==> src/rtl/cpu_pkg.sv <==
// cpu_pkg -- shared definitions for the load/store unit.
// Contents:
//   DATA_W / ADDR_W : data word and byte-address widths (16 bits each)
//   lsu_state_e     : load/store unit FSM state encoding
package cpu_pkg;

  localparam int DATA_W = 16;
  localparam int ADDR_W = 16;

  typedef enum logic [1:0] {
    IDLE   = 2'd0,
    ACCESS = 2'd1,
    MERGE  = 2'd2,
    RESP   = 2'd3
  } lsu_state_e;

endpackage

==> src/rtl/lsu_byte_lane.sv <==
// lsu_byte_lane -- combinational byte-lane helper for the load/store unit.
// Ports:
//   i_rdata   : word just read from memory (source for load extraction)
//   i_word    : previously captured word (base for the store merge)
//   i_lane_hi : byte address bit 0; 1 selects bits [15:8], 0 selects [7:0]
//   i_signed  : 1 sign-extends the extracted byte, 0 zero-extends it
//   i_bdata   : byte to insert for a byte store
//   o_load    : extracted and extended byte load result
//   o_merged  : i_word with the addressed lane replaced by i_bdata
module lsu_byte_lane
  import cpu_pkg::*;
(
  input  logic [DATA_W-1:0] i_rdata,
  input  logic [DATA_W-1:0] i_word,
  input  logic              i_lane_hi,
  input  logic              i_signed,
  input  logic [7:0]        i_bdata,
  output logic [DATA_W-1:0] o_load,
  output logic [DATA_W-1:0] o_merged
);

  function automatic logic [DATA_W-1:0] extend_byte(input logic [7:0] b, input logic sgn);
    logic signed [7:0]        sb;
    logic signed [DATA_W-1:0] sw;
    sb = b;
    sw = sb;
    return sgn ? sw : {{(DATA_W-8){1'b0}}, b};
  endfunction

  logic [7:0] w_lane;

  assign w_lane   = i_lane_hi ? i_rdata[DATA_W-1:8] : i_rdata[7:0];
  assign o_load   = extend_byte(w_lane, i_signed);
  assign o_merged = i_lane_hi ? {i_bdata, i_word[7:0]} : {i_word[DATA_W-1:8], i_bdata};

endmodule

==> src/rtl/load_store_unit.sv <==
// load_store_unit -- single-outstanding load/store unit between a core and
// a data memory with asynchronous read and clock-edge write commit.
// Build option: define LSU_BYTE_ACCESS_EN to enable byte loads and byte
// stores (read-merge-write through the MERGE state). Without it every
// byte request is rejected with rsp_err like a misaligned word access.
// Ports:
//   clk, rst                : clock and synchronous active-high reset
//   req_valid / req_ready   : request handshake (ready only in IDLE)
//   req_we, req_byte        : store/load and byte/word select
//   req_signed              : sign-extend byte loads
//   req_addr, req_wdata     : byte address and store data
//   rsp_valid               : one-cycle response pulse
//   rsp_err, rsp_rdata      : rejection flag and load result
//   mem_addr, mem_wdata     : word-aligned memory address and write data
//   mem_read, mem_write     : memory strobes (never both at once)
//   mem_rdata               : asynchronous memory read data
module load_store_unit
  import cpu_pkg::*;
(
  input  logic              clk,
  input  logic              rst,
  input  logic              req_valid,
  output logic              req_ready,
  input  logic              req_we,
  input  logic              req_byte,
  input  logic              req_signed,
  input  logic [ADDR_W-1:0] req_addr,
  input  logic [DATA_W-1:0] req_wdata,
  output logic              rsp_valid,
  output logic              rsp_err,
  output logic [DATA_W-1:0] rsp_rdata,
  output logic [ADDR_W-1:0] mem_addr,
  output logic [DATA_W-1:0] mem_wdata,
  output logic              mem_write,
  output logic              mem_read,
  input  logic [DATA_W-1:0] mem_rdata
);

  lsu_state_e        r_state;
  lsu_state_e        w_next;

  logic              r_we;
  logic              r_byte;
  logic              r_signed;
  logic              r_err;
  logic [ADDR_W-1:0] r_addr;
  logic [DATA_W-1:0] r_wdata;
  logic [DATA_W-1:0] r_cap;

  logic              w_accept;
  logic              w_req_err;
  logic [ADDR_W-1:0] w_word_addr;
  logic [DATA_W-1:0] w_load;
  logic [DATA_W-1:0] w_merged;

`ifdef LSU_BYTE_ACCESS_EN
  assign w_req_err = !req_byte && req_addr[0];
`else
  assign w_req_err = req_byte || req_addr[0];
  // Without byte stores the merge result has no consumer.
  logic w_unused_merge;
  assign w_unused_merge = ^w_merged;
`endif

  assign w_accept    = req_ready && req_valid;
  assign w_word_addr = {r_addr[ADDR_W-1:1], 1'b0};

  lsu_byte_lane u_byte_lane (
    .i_rdata   (mem_rdata),
    .i_word    (r_cap),
    .i_lane_hi (r_addr[0]),
    .i_signed  (r_signed),
    .i_bdata   (r_wdata[7:0]),
    .o_load    (w_load),
    .o_merged  (w_merged)
  );

  always_ff @(posedge clk) begin
    if (rst) begin
      r_state <= IDLE;
    end else begin
      r_state <= w_next;
    end
  end

  // Request latch: captured at acceptance, held for the whole operation
  always_ff @(posedge clk) begin
    if (w_accept) begin
      r_we     <= req_we;
      r_byte   <= req_byte;
      r_signed <= req_signed;
      r_addr   <= req_addr;
      r_wdata  <= req_wdata;
      r_err    <= w_req_err;
    end
    // Read capture: final load result, or the full word for a byte merge
    if (mem_read) begin
      r_cap <= (!r_we && r_byte) ? w_load : mem_rdata;
    end
  end

  // Outputs are forced low during reset so an in-flight write cannot commit.
  always_comb begin
    w_next    = r_state;
    req_ready = 1'b0;
    rsp_valid = 1'b0;
    rsp_err   = 1'b0;
    rsp_rdata = '0;
    mem_addr  = '0;
    mem_wdata = '0;
    mem_read  = 1'b0;
    mem_write = 1'b0;
    if (!rst) begin
      case (r_state)
        IDLE: begin
          req_ready = 1'b1;
          if (req_valid) begin
            w_next = w_req_err ? RESP : ACCESS;
          end
        end
        ACCESS: begin
          mem_addr = w_word_addr;
          w_next   = RESP;
`ifdef LSU_BYTE_ACCESS_EN
          if (r_we && r_byte) begin
            mem_read = 1'b1;
            w_next   = MERGE;
          end else if (r_we) begin
`else
          if (r_we) begin
`endif
            mem_write = 1'b1;
            mem_wdata = r_wdata;
          end else begin
            mem_read = 1'b1;
          end
        end
`ifdef LSU_BYTE_ACCESS_EN
        MERGE: begin
          mem_addr  = w_word_addr;
          mem_write = 1'b1;
          mem_wdata = w_merged;
          w_next    = RESP;
        end
`endif
        RESP: begin
          rsp_valid = 1'b1;
          rsp_err   = r_err;
          rsp_rdata = (r_err || r_we) ? '0 : r_cap;
          w_next    = IDLE;
        end
        default: begin
          w_next = IDLE;
        end
      endcase
    end
  end

endmodule

==> config.mk <==
export PLATFORM = sky130hd
export DESIGN_NAME = load_store_unit
export DESIGN_NICKNAME = d
export VERILOG_FILES = /design/src/rtl/cpu_pkg.sv /design/src/rtl/lsu_byte_lane.sv /design/src/rtl/load_store_unit.sv
export SDC_FILE = /design/constraint.sdc
export NUM_CORES = 1
export LEC_CHECK = 0
export CORE_MARGIN = 5
export CORE_UTILIZATION = 32
export CTS_CLUSTER_SIZE = 12
export DETAILED_ROUTE_END_ITERATION = 7
export SLEW_MARGIN = 10
export SYNTH_ARGS = -nofsm -noshare
export SYNTH_HDL_FRONTEND = slang
export SYNTH_HIERARCHICAL = 1
export SYNTH_SLANG_ARGS = --single-unit
==> constraint.sdc <==
create_clock -name clk -period 2.1 [get_ports clk]
set_input_delay 0.42 -clock clk [delete_from_list [all_inputs] [get_ports clk]]
set_output_delay 0.42 -clock clk [all_outputs]
set_load 0.01 [all_outputs]
==> impl_metrics.yaml <==
cts:
  numClockSinks: 54
  cts_tree: "yes"
  cts_max_level: 2
  numCtsBuffers: 5
  cts-root-buf: "clkbuf_8"
  cts_buffer_depth: 2
  cts_hold_buf: 0
  clk_pin_slew_ns: 0.10
  clkLatencyLatePin_ns: 0.31
sta:
  drv_slew: 0
  final.period_utilization_pct: 95.8
  layout_setup_ws_ns: 0.0886
  finalCriticalPeriod_ns: 2.01
  hold_violations: 0
  max_freq_mhz: 497
  whs_ns: 0.554
  setup_violations: 0
  finClkSkew_ns: 0.00463
  grt_setup_unrepaired: "true"
  tns_ns: 0
cells_and_area:
  syn2layout_area_growth_pct: 46.6
  antenna_cells: 0
  nets: 338
  post-route-cell-area_mm2: 0.00380
  drive_gt1_share_pct: 43.5
  fillers: 716
critical_path:
  critPathKind: "in -> out"
  startpoint: "rst"
  endpoint: "mem_write"
  regToRegStartpoint: "r_state[0]$_SDFFE_PP0P_"
  r2r_end: "r_cap[4]$_DFFE_PP_"
  cp.required_ns: 1.68
  critPathMaxFanout: 7
  crit_path_end_kind: "output pin"
  cp.arrival_ns: 1.59
  reg2regPathDepth: 5
  startpoint_type: "input pin"
  rrSetupSlack_ns: 0.54
floorplan:
  die_h_um: 100
  core_mm2: 0.00781
  pin_count: 107
  die_area_mm2: 0.00999
  rows: 32
  dieWidth_um: 100
  start_util_pct: 33.2
grt:
  track_usage_pct: 12.4
  grt_max_degree: 32
  grt_pass1_vias: 1837
  grt_pass1_wl_um: 9490
  overflow: 0
  antenna_found_initial: 0
route:
  dr.pass1.iters: 4
  antenna_left: 0
  drc: 0
  drtIter0Drc: 32
  wl_per_cell_um: 16.0
  via_count: 1699
  drt-total-wl_um: 6180
  post_drt_via_cell_ratio: 4.39
placement:
  gp_congestion: 0.722
  dpl-instance-area_mm2: 0.00374
  dp_hpwl_um: 4570
  dp_slack_ns: -0.511
  io_buffer_count: 105
pwr:
  p_leak_nw: 1.58
  clock_power_share_pct: 31.9
  swShare_pct: 21.9
  p_per_area_mw_per_mm2: 603
  seq_power_share_pct: 54.3
  p_sw_mw: 0.501
  p_int_mw: 1.79
  irDropWorstVdd_uv: 264
  power.share.combinational_pct: 13.8
synthesis:
  syn_inst: 171
  syn_nets: 225
  syn_area_per_cell_um2: 15.1
  syn_area_mm2: 0.00259
  yosysWarningCount: 6
flow_run:
  maxCapViolCount: 0
worst_hold_path:
  hold_class: "in -> reg"
  holdPathStages: 3
run_status:
  status: "finished clean"
worst max-delay path, cell delays in order:
cell and delay (ns):
dlygate4sd2_1 0.25, buf_6 0.13, nor3b_4 0.16, buf_6 0.16, buf_6 0.11, and2_1 0.11
clkdlybuf4s15_1 0.23
worst min path at each step:
stage,end,from
final,r_state[0]$_SDFFE_PP0P_,rst
after global routing,r_state[0]$_SDFFE_PP0P_,rst
after CTS,r_state[0]$_SDFFE_PP0P_,rst
after detailed placement,r_state[0]$_SDFFE_PP0P_,r_state[0]$_SDFFE_PP0P_
after global placement,r_state[0]$_SDFFE_PP0P_,r_state[0]$_SDFFE_PP0P_
after floorplan,r_state[0]$_SDFFE_PP0P_,rst
cell type report:
class	instances	area (um^2)	area share, %
Clock inverter	3	47.5	1.25
Clock buffer	5	68.8	1.81
Tap cell	102	128	3.36
Sequential cell	54	1600	42.2
Multi-Input combinational cell	88	863	22.7
Inverter	7	26.3	0.692
Timing Repair Buffer	128	1060	27.9
repair_timing:
action	CTS	global route
endpoints found under the setup margin	51	44
cloned	3	1
buffers inserted	1	1
resized for setup	170	55
pin swaps	1	1
per-stage QoR:
step | total power [mW] | cells | utilization [%]
4_1_cts | 2.33 | 385 | 51.0
2_1_floorplan | 1.41 | 171 | -
5_1_grt | 2.38 | 387 | 48.6
3_3_place_gp | 1.57 | 373 | 47.9
3_5_place_dp | 1.58 | 373 | 47.9
6_report | 2.29 | 387 | 48.6
cell usage in the layout, fill, tap and decap left out, types with 2 or more instances in the layout:
cell type         n
clkdlybuf4s50_1  53
edfxtp_1         52
buf_2            38
and2_1           16
and3_1           16
mux2_4           12
mux2_2           12
buf_4            11
buf_6            10
inv_1             7
clkbuf_2          7
nor4b_2           6
clkbuf_8          5
nor4_1            4
nor3_1            3
nor4_2            3
dlygate4sd2_1     3
clkdlybuf4s15_2   3
nor4b_4           2
nor2_1            2
inv_6             2
buf_12            2
layer usage:
| layer | vias to the layer above | GRT usage, % | wire [um] |
|---|---|---|---|
| met5 | - | 0 | 0 |
| met4 | 0 | 3.78 | 87 |
| met3 | 6 | 2.15 | 323 |
| met2 | 44 | 22.9 | 3340 |
| met1 | 806 | 14.5 | 2430 |
| li1 | 843 | - | - |
state kept, by name, summed over array words and instances (netlist names):
signal / cells
r_addr: 16
r_cap: 16
r_wdata: 16
r_state: 2
r_byte: 1
r_err: 1
r_signed: 1
r_we: 1
power by group through the flow:
stage	clock network (mW)	registers (mW)	logic, mW
2_1_floorplan	0	1.27	0.148
3_3_place_gp	0	1.27	0.308
3_5_place_dp	0	1.27	0.312
4_1_cts	0.759	1.24	0.324
5_1_grt	0.792	1.25	0.343
6_report	0.730	1.24	0.317
Note: power is estimated with default switching activity, not from simulation.
